$ cat src/rtl/id_ex_operand_stage_if.sv
// rtl/id_ex_operand_stage_if.sv - ID/EX operand stage signal bundle
// master drives decoded ID fields, forwarding sources and pipeline control; slave is the stage.
interface id_ex_operand_stage_if #(
  parameter int DATA_WIDTH     = 32,
  parameter int OPCODE_LENGTH  = 4,
  parameter int REG_ADDR_WIDTH = 5
);
  logic                      id_valid;
  logic [REG_ADDR_WIDTH-1:0] id_rs1;
  logic [REG_ADDR_WIDTH-1:0] id_rs2;
  logic [REG_ADDR_WIDTH-1:0] id_rd;
  logic [DATA_WIDTH-1:0]     id_rs1_data;
  logic [DATA_WIDTH-1:0]     id_rs2_data;
  logic [DATA_WIDTH-1:0]     id_imm;
  logic                      id_alu_src;
  logic [OPCODE_LENGTH-1:0]  id_alu_op;
  logic                      id_reg_write;
  logic                      id_mem_read;

  logic                      exmem_reg_write;
  logic [REG_ADDR_WIDTH-1:0] exmem_rd;
  logic [DATA_WIDTH-1:0]     exmem_result;
  logic                      memwb_reg_write;
  logic [REG_ADDR_WIDTH-1:0] memwb_rd;
  logic [DATA_WIDTH-1:0]     memwb_data;

  logic                      stall_in;
  logic                      flush;

  logic [DATA_WIDTH-1:0]     SrcA;
  logic [DATA_WIDTH-1:0]     SrcB;
  logic [OPCODE_LENGTH-1:0]  Operation;
  logic [DATA_WIDTH-1:0]     ex_store_data;
  logic                      ex_valid;
  logic [REG_ADDR_WIDTH-1:0] ex_rd;
  logic                      ex_reg_write;
  logic                      ex_mem_read;
  logic                      hazard_stall;

  modport master (
    output id_valid, id_rs1, id_rs2, id_rd, id_rs1_data, id_rs2_data, id_imm,
           id_alu_src, id_alu_op, id_reg_write, id_mem_read,
           exmem_reg_write, exmem_rd, exmem_result,
           memwb_reg_write, memwb_rd, memwb_data,
           stall_in, flush,
    input  SrcA, SrcB, Operation, ex_store_data, ex_valid, ex_rd,
           ex_reg_write, ex_mem_read, hazard_stall
  );

  modport slave (
    input  id_valid, id_rs1, id_rs2, id_rd, id_rs1_data, id_rs2_data, id_imm,
           id_alu_src, id_alu_op, id_reg_write, id_mem_read,
           exmem_reg_write, exmem_rd, exmem_result,
           memwb_reg_write, memwb_rd, memwb_data,
           stall_in, flush,
    output SrcA, SrcB, Operation, ex_store_data, ex_valid, ex_rd,
           ex_reg_write, ex_mem_read, hazard_stall
  );
endinterface

$ cat src/rtl/id_ex_operand_stage.sv
// rtl/id_ex_operand_stage.sv - ID/EX register with forwarding and ALU operand select
// Load-use hazards insert a bubble; external flush beats stall beats hazard.
module id_ex_operand_stage #(
  parameter int DATA_WIDTH     = 32,
  parameter int OPCODE_LENGTH  = 4,
  parameter int REG_ADDR_WIDTH = 5
) (
  input logic               clk,
  input logic               reset,
  id_ex_operand_stage_if.slave bus
);

  typedef struct packed {
    logic                      valid;
    logic [REG_ADDR_WIDTH-1:0] rs1;
    logic [REG_ADDR_WIDTH-1:0] rs2;
    logic [REG_ADDR_WIDTH-1:0] rd;
    logic [DATA_WIDTH-1:0]     rs1_data;
    logic [DATA_WIDTH-1:0]     rs2_data;
    logic [DATA_WIDTH-1:0]     imm;
    logic                      alu_src;
    logic [OPCODE_LENGTH-1:0]  alu_op;
    logic                      reg_write;
    logic                      mem_read;
  } stage_t;

  stage_t stage_d;
  stage_t stage_q;
  stage_t id_fields;

  logic                  hazard;
  logic [DATA_WIDTH-1:0] fwd_a;
  logic [DATA_WIDTH-1:0] fwd_b;

  always_comb begin
    id_fields           = '0;
    id_fields.valid     = bus.id_valid;
    id_fields.rs1       = bus.id_rs1;
    id_fields.rs2       = bus.id_rs2;
    id_fields.rd        = bus.id_rd;
    id_fields.rs1_data  = bus.id_rs1_data;
    id_fields.rs2_data  = bus.id_rs2_data;
    id_fields.imm       = bus.id_imm;
    id_fields.alu_src   = bus.id_alu_src;
    id_fields.alu_op    = bus.id_alu_op;
    id_fields.reg_write = bus.id_reg_write;
    id_fields.mem_read  = bus.id_mem_read;
  end

  // Conservative: rs2 match stalls even when SrcB will take the immediate.
  always_comb begin
    hazard = stage_q.valid && stage_q.mem_read && (stage_q.rd != '0) && bus.id_valid &&
             ((stage_q.rd == bus.id_rs1) || (stage_q.rd == bus.id_rs2));
  end

  always_comb begin
    stage_d = stage_q;
    if (bus.flush) begin
      stage_d = '0;
    end else if (bus.stall_in) begin
      stage_d = stage_q;
    end else if (hazard) begin
      stage_d = '0;
    end else begin
      stage_d = id_fields;
    end
  end

  always_ff @(posedge clk) begin
    if (reset) begin
      stage_q <= '0;
    end else begin
      stage_q <= stage_d;
    end
  end

  // EX/MEM is the younger producer, so it wins over MEM/WB; x0 never forwards.
  always_comb begin
    fwd_a = stage_q.rs1_data;
    if (bus.exmem_reg_write && (bus.exmem_rd == stage_q.rs1) && (stage_q.rs1 != '0)) begin
      fwd_a = bus.exmem_result;
    end else if (bus.memwb_reg_write && (bus.memwb_rd == stage_q.rs1) && (stage_q.rs1 != '0)) begin
      fwd_a = bus.memwb_data;
    end
  end

  always_comb begin
    fwd_b = stage_q.rs2_data;
    if (bus.exmem_reg_write && (bus.exmem_rd == stage_q.rs2) && (stage_q.rs2 != '0)) begin
      fwd_b = bus.exmem_result;
    end else if (bus.memwb_reg_write && (bus.memwb_rd == stage_q.rs2) && (stage_q.rs2 != '0)) begin
      fwd_b = bus.memwb_data;
    end
  end

  assign bus.SrcA          = fwd_a;
  assign bus.SrcB          = stage_q.alu_src ? stage_q.imm : fwd_b;
  assign bus.ex_store_data = fwd_b;
  assign bus.Operation     = stage_q.alu_op;
  assign bus.ex_valid      = stage_q.valid;
  assign bus.ex_rd         = stage_q.rd;
  assign bus.ex_reg_write  = stage_q.reg_write & stage_q.valid;
  assign bus.ex_mem_read   = stage_q.mem_read & stage_q.valid;
  assign bus.hazard_stall  = hazard;

endmodule
$ cat src/flat_wrapper.sv
// flat-port wrapper written by rule: the top's interface ports become plain ports
module id_ex_operand_stage_flat 
#(
  parameter int DATA_WIDTH     = 32,
  parameter int OPCODE_LENGTH  = 4,
  parameter int REG_ADDR_WIDTH = 5
)
  (clk, reset, bus_id_valid, bus_id_rs1, bus_id_rs2, bus_id_rd, bus_id_rs1_data, bus_id_rs2_data, bus_id_imm, bus_id_alu_src, bus_id_alu_op, bus_id_reg_write, bus_id_mem_read, bus_exmem_reg_write, bus_exmem_rd, bus_exmem_result, bus_memwb_reg_write, bus_memwb_rd, bus_memwb_data, bus_stall_in, bus_flush, bus_SrcA, bus_SrcB, bus_Operation, bus_ex_store_data, bus_ex_valid, bus_ex_rd, bus_ex_reg_write, bus_ex_mem_read, bus_hazard_stall);
  id_ex_operand_stage_if #(.DATA_WIDTH(DATA_WIDTH), .OPCODE_LENGTH(OPCODE_LENGTH), .REG_ADDR_WIDTH(REG_ADDR_WIDTH)) bus_i ();
  input logic clk;
  input logic reset;
  input wire logic [$bits(bus_i.id_valid)-1:0] bus_id_valid;
  input wire logic [$bits(bus_i.id_rs1)-1:0] bus_id_rs1;
  input wire logic [$bits(bus_i.id_rs2)-1:0] bus_id_rs2;
  input wire logic [$bits(bus_i.id_rd)-1:0] bus_id_rd;
  input wire logic [$bits(bus_i.id_rs1_data)-1:0] bus_id_rs1_data;
  input wire logic [$bits(bus_i.id_rs2_data)-1:0] bus_id_rs2_data;
  input wire logic [$bits(bus_i.id_imm)-1:0] bus_id_imm;
  input wire logic [$bits(bus_i.id_alu_src)-1:0] bus_id_alu_src;
  input wire logic [$bits(bus_i.id_alu_op)-1:0] bus_id_alu_op;
  input wire logic [$bits(bus_i.id_reg_write)-1:0] bus_id_reg_write;
  input wire logic [$bits(bus_i.id_mem_read)-1:0] bus_id_mem_read;
  input wire logic [$bits(bus_i.exmem_reg_write)-1:0] bus_exmem_reg_write;
  input wire logic [$bits(bus_i.exmem_rd)-1:0] bus_exmem_rd;
  input wire logic [$bits(bus_i.exmem_result)-1:0] bus_exmem_result;
  input wire logic [$bits(bus_i.memwb_reg_write)-1:0] bus_memwb_reg_write;
  input wire logic [$bits(bus_i.memwb_rd)-1:0] bus_memwb_rd;
  input wire logic [$bits(bus_i.memwb_data)-1:0] bus_memwb_data;
  input wire logic [$bits(bus_i.stall_in)-1:0] bus_stall_in;
  input wire logic [$bits(bus_i.flush)-1:0] bus_flush;
  output wire logic [$bits(bus_i.SrcA)-1:0] bus_SrcA;
  output wire logic [$bits(bus_i.SrcB)-1:0] bus_SrcB;
  output wire logic [$bits(bus_i.Operation)-1:0] bus_Operation;
  output wire logic [$bits(bus_i.ex_store_data)-1:0] bus_ex_store_data;
  output wire logic [$bits(bus_i.ex_valid)-1:0] bus_ex_valid;
  output wire logic [$bits(bus_i.ex_rd)-1:0] bus_ex_rd;
  output wire logic [$bits(bus_i.ex_reg_write)-1:0] bus_ex_reg_write;
  output wire logic [$bits(bus_i.ex_mem_read)-1:0] bus_ex_mem_read;
  output wire logic [$bits(bus_i.hazard_stall)-1:0] bus_hazard_stall;
  assign bus_i.id_valid = bus_id_valid;
  assign bus_i.id_rs1 = bus_id_rs1;
  assign bus_i.id_rs2 = bus_id_rs2;
  assign bus_i.id_rd = bus_id_rd;
  assign bus_i.id_rs1_data = bus_id_rs1_data;
  assign bus_i.id_rs2_data = bus_id_rs2_data;
  assign bus_i.id_imm = bus_id_imm;
  assign bus_i.id_alu_src = bus_id_alu_src;
  assign bus_i.id_alu_op = bus_id_alu_op;
  assign bus_i.id_reg_write = bus_id_reg_write;
  assign bus_i.id_mem_read = bus_id_mem_read;
  assign bus_i.exmem_reg_write = bus_exmem_reg_write;
  assign bus_i.exmem_rd = bus_exmem_rd;
  assign bus_i.exmem_result = bus_exmem_result;
  assign bus_i.memwb_reg_write = bus_memwb_reg_write;
  assign bus_i.memwb_rd = bus_memwb_rd;
  assign bus_i.memwb_data = bus_memwb_data;
  assign bus_i.stall_in = bus_stall_in;
  assign bus_i.flush = bus_flush;
  assign bus_SrcA = bus_i.SrcA;
  assign bus_SrcB = bus_i.SrcB;
  assign bus_Operation = bus_i.Operation;
  assign bus_ex_store_data = bus_i.ex_store_data;
  assign bus_ex_valid = bus_i.ex_valid;
  assign bus_ex_rd = bus_i.ex_rd;
  assign bus_ex_reg_write = bus_i.ex_reg_write;
  assign bus_ex_mem_read = bus_i.ex_mem_read;
  assign bus_hazard_stall = bus_i.hazard_stall;
  id_ex_operand_stage #(.DATA_WIDTH(DATA_WIDTH), .OPCODE_LENGTH(OPCODE_LENGTH), .REG_ADDR_WIDTH(REG_ADDR_WIDTH)) u_core (.clk(clk), .reset(reset), .bus(bus_i));
endmodule
$ cat config.mk
export PLATFORM = sky130hd
export DESIGN_NAME = id_ex_operand_stage_flat
export DESIGN_NICKNAME = d
export VERILOG_FILES = /design/src/rtl/id_ex_operand_stage_if.sv /design/src/rtl/id_ex_operand_stage.sv /design/src/flat_wrapper.sv
export SDC_FILE = /design/constraint.sdc
export NUM_CORES = 1
export LEC_CHECK = 0
export CAP_MARGIN = 20
export CORE_MARGIN = 1.5
export CORE_UTILIZATION = 41
export DETAILED_ROUTE_END_ITERATION = 10
export HOLD_SLACK_MARGIN = 0.03
export PLACE_DENSITY = 0.85
export SLEW_MARGIN = 15
export SYNTH_ARGS = -nofsm -noshare
export SYNTH_HDL_FRONTEND = slang
export SYNTH_SLANG_ARGS = --single-unit
$ cat constraint.sdc
create_clock -name clk -period 4 [get_ports clk]
set_input_delay 1.2 -clock clk [delete_from_list [all_inputs] [get_ports clk]]
set_output_delay 1.2 -clock clk [all_outputs]
set_load 0.05 [all_outputs]
; Word level (Yosys, flattened, before mapping)
; Index checks and enable logic that the tools add are counted.
[op_classes]
n_addsub = 0
mul = 0
div = 0
magnitude_cmp = 0
eq_ne = 6
shifts = 0
n_mux = 6
n_bitwise = 2
n_reduce_logical = 17
[op_table]
columns = cell, n
row1 = 2-to-1 mux 32 bit, 5
row2 = 2-to-1 mux 119 bit, 1
row3 = equality test 5 bit, 6
row4 = nonzero test 5 bit, 3
row5 = logical AND 1 bit, 12
row6 = AND 1 bit, 2
row7 = OR reduction 2 bit, 1
row8 = logical OR 1 bit, 1
[word_totals]
ff_bits = 119
latchBits = 0
ramBits = 0
romBits = 0
inputBits = 199
output_inout_bits = 109
word_cells = 42
n_memories = 0

; Logic depth before layout (Yosys ltp)
[depth]
word_depth = 6
ltp_mapped = 7
depth_no_buf = 5

; Worst setup path after synthesis
; No wires, ideal clock.
[synth_timing]
path_type = input -> output
startpoint = in bus_memwb_rd[4]
endpoint = out bus_SrcB[0]
t_arrival_ns = 3.456
required_ns = 2.800
setup_slack_ns = -0.656
stages = 7
path_buffers = 2
cell_sequence = xor2_1 nor3_1 and2_1 clkbuf_1 clkbuf_1 a221oi_1 o31ai_1
[synth_via]
elab_chain_len = 6
[synth_lines]
columns = element, line
row1 = "start, declared", flat_wrapper.sv:27  ; input wire logic [$bits(bus_i.memwb_rd)-1:0] bus_memwb_rd;
row2 = equality test 5 bit, id_ex_operand_stage.sv:91  ; end else if (bus.memwb_reg_write && (bus.memwb_rd == stage_q.rs2) && (stage_q.rs2 != '0)) begin
row3 = logical AND 1 bit (2 in series), id_ex_operand_stage.sv:91
row4 = 2-to-1 mux 32 bit, id_ex_operand_stage.sv:91
row5 = 2-to-1 mux 32 bit, id_ex_operand_stage.sv:89  ; if (bus.exmem_reg_write && (bus.exmem_rd == stage_q.rs2) && (stage_q.rs2 != '0)) begin
row6 = 2-to-1 mux 32 bit, id_ex_operand_stage.sv:97  ; assign bus.SrcB = stage_q.alu_src ? stage_q.imm : fwd_b;
row7 = "end, declared", flat_wrapper.sv:32  ; output wire logic [$bits(bus_i.SrcB)-1:0] bus_SrcB;
; Every way passes these cells.

; Final worst setup path
[layout_timing]
startpoint = in bus_memwb_rd[4]
endpoint = out bus_SrcB[22]
; Same word-level chain as after synthesis.

==> metrics <==
status finished with violations; failing checks negative setup slack; number of max-cap violations 0; number of flops mapped to enable cells by yosys 0; number of DRC markers in iteration 0 540; clock insertion delay at the later pin of the skew report about 430 ps; final critical-path share of the clock period 103%; worst hold endpoint u_core.stage_q[96]; Crit path largest cell delay 400 ps; Peak Freq 242 MHz; clock tree from TritonCTS done; number of placed I/O pins 308; Worst EP arrival 2930 ps; final core utilization 86.9%; grt ovf 0; overall power after layout 3.56 mW; gate count of the mapped netlist ~660; Setup WS post-layout -128 ps; number of placement rows 44; total wire length after detailed routing between 30 and 40 mm; Inst Count DP 1155; sequential cell area fraction in the yosys report 39.2%; final period demand of the worst path approximately 4100 ps; asr flop ratio synth 0%; number of design rule violations left after detail routing 0; synth top area cells dfxtp_1, a22o_1, mux2i_1; classification of the worst setup path input pin to output port; tightest slew margin relative to the limit 40.9%; number of register bits inferred by synthesis 119; post-detail-place hpwl 17.0 mm; Max stage delay cell, worst path a221oi_4; synthesized area 6070 sq um; number of distinct library cell variants in the gate-level netlist after synthesis 33; number of clock sinks seen by CTS 119; cell depth of the worst hold path 1; Post-synth top cells a22o_1, dfxtp_1, nand2_1, nor2_1, clkbuf_1; H-tree levels 4; worst-margin pin slew 887 ps; fraction of layout instances using a drive strength above 1 between 40% and 50%; total global-route track usage 34.4%; crit path cell chain buf_8, xor2_2, nor3_2, nand4_1, buf_6, buf_12, a221oi_4, o31ai_4, buf_6; r2r setup slk 1550 ps; Post-Syn Nets roughly 860; CP Data Required Time between 2000 and 3000 ps; worst flop-to-flop path endpoint u_core.stage_q[49]; TritonRoute pass-1 iters 5; register clock-pin slew on the reported worst setup and hold paths around 50 ps; antenna violations before repair 2; area of the placeable core between 10000 and 15000 sq um; antenna viol nets, final 0; number of fillers in the final layout 679; unrepaired setup endpoints after global routing yes; largest delay contributor family on the critical path buffers and inverters; final setup TNS -2790 ps; Final Slew Violations 0; cells on worst reg2reg path 5; Final Hold Viols 0; Setup Skew 9.49 ps; Min-Delay Startpoint u_core.stage_q[96]; per-cell routed wire length approximately 26 um; non-filler instance count after layout about 1200; reg2reg start u_core.bus.ex_rd[0]; root buffer cell clkbuf_16; worst slack on hold paths ~470 ps; most frequent CP cell buf_6; final-report setup violation count 67; worst setup slack after placement -490 ps; dominant register cell in the synthesized netlist dfxtp_1; kind of end point of the critical path output port; share of the synthesized area in the top cell type 39.2%; power density over the cells 283 nW/um^2; leakage power total 4.88 nW; Via Count 7411; Finished Cell Area approximately 13000 sq um; Post-Syn Area per Cell between 9 and 10 sq um; pin count of the biggest net entering global routing 96; vias in the first global route 7357; Worst Path Buf+Inv 4; Initial Utilization a little over two fifths; RD Place Congestion 0.839; maximum buffer depth of the clock tree 2; Area growth, synth to finish 107%; die span in y about 120 um; post-synth top area cell dfxtp_1; type of the most critical hold path flip-flop to flip-flop; clock buffer count from CTS 17; total cell area at the placement stage 10500 sq um; number of nets at the end of the flow 1198; maximum VDD drop approximately 0.32 mV; global-route wire length before repair 41.7 mm; Worst setup SP type input pin; horizontal die dimension between 100 and 150 um; mean number of vias per cell 6.21; area of the die approximately 16000 sq um; critical-path maximum fanout 7; total number of yosys warnings 0; number of buffers inserted by port buffering 307
## per-layer routing
layer,GRT usage [%],up-vias,part of all wire (%)
met5,0,-,0
met4,15.5,0,5.0
met3,11.0,127,8.2
met2,58.2,463,49
met1,39.5,3649,37
li1,-,3172,-
## cell type report
type	count	area [sq um]	area share [%]
Timing Repair Buffer	394	4720	37.5
Multi-Input combinational cell	466	4700	37.4
Sequential cell	119	2390	19.0
Clock buffer	23	478	3.80
Tap cell	184	230	1.83
Clock inverter	5	50.0	0.398
Antenna cell	2	5.00	0.0398
Inverter	1	3.75	0.0298
## what timing repair did
item | in CTS | in global routing
gates cloned | 7 | 8
buffers inserted | 10 | 17
pin swaps | 40 | 72
endpoints found under the hold margin | 0 | 0
resized for setup | 196 | 82
setup endpoints to repair | 96 | 92
hold buffers | 0 | 0
## flip-flops by register name, summed over array words and instances, names as in the netlist
signal,cells
u_core.bus.Operation,4
u_core.bus.ex_rd,5
u_core.stage_q,109
u_core.bus.ex_valid,1
## worst max-delay path by stage
stage                     from            to  slack [ps]  depth (start not counted)
2_1_floorplan  bus_memwb_rd[2]  bus_SrcA[28]        -160                          6
3_3_place_gp   bus_memwb_rd[4]   bus_SrcB[5]        -450                          9
3_5_place_dp   bus_memwb_rd[4]   bus_SrcB[1]        -490                          9
4_1_cts        bus_memwb_rd[1]  bus_SrcB[21]         -80                         10
5_1_grt        bus_memwb_rd[4]  bus_SrcB[29]        -180                          9
6_report       bus_memwb_rd[4]  bus_SrcB[22]        -130                          9
## cell families (layout without fill, tap and decap cells)
| family | Yosys count | in the layout | share of synthesized area [%] |
|---|---|---|---|
| buffers and inverters | 72 | 423 | 8.37 |
| AO/OA/AOI/OAI | 220 | 220 | 29.3 |
| multiplexers | 33 | 33 | 5.44 |
| AND/OR/NAND/NOR | 184 | 184 | 13.4 |
| XOR/XNOR | 29 | 29 | 4.18 |
| flip-flops | 119 | 119 | 39.2 |
| other | 0 | 2 | 0 |
## placed cells by master, fill, tap and decap left out, types with 3 or more instances in the layout
cell / count
clkbuf_16: 24
clkinv_2: 4
and3_1: 31
mux2i_1: 17
xnor2_1: 16
nor3_2: 3
mux2i_4: 9
xnor2_2: 8
mux2i_2: 7
a221oi_4: 32
buf_4: 39
clkbuf_8: 3
buf_16: 4
clkdlybuf4s50_1: 198
nand4_1: 4
xor2_1: 3
a22o_1: 119
o31ai_4: 31
dfxtp_1: 116
buf_8: 3
buf_2: 6
o21ai_2: 30
buf_12: 63
buf_6: 71
nand2_1: 65
nor2_1: 14
clkbuf_1: 3
nor2_2: 51
## report_power, final
group	internal, mW	switching (mW)	leakage [nW]
sequential	1.23	0.0476	0.971
clock	0.884	0.544	0.264
combinational	0.444	0.418	3.64
No activity file was read; power rests on OpenSTA's default activity.
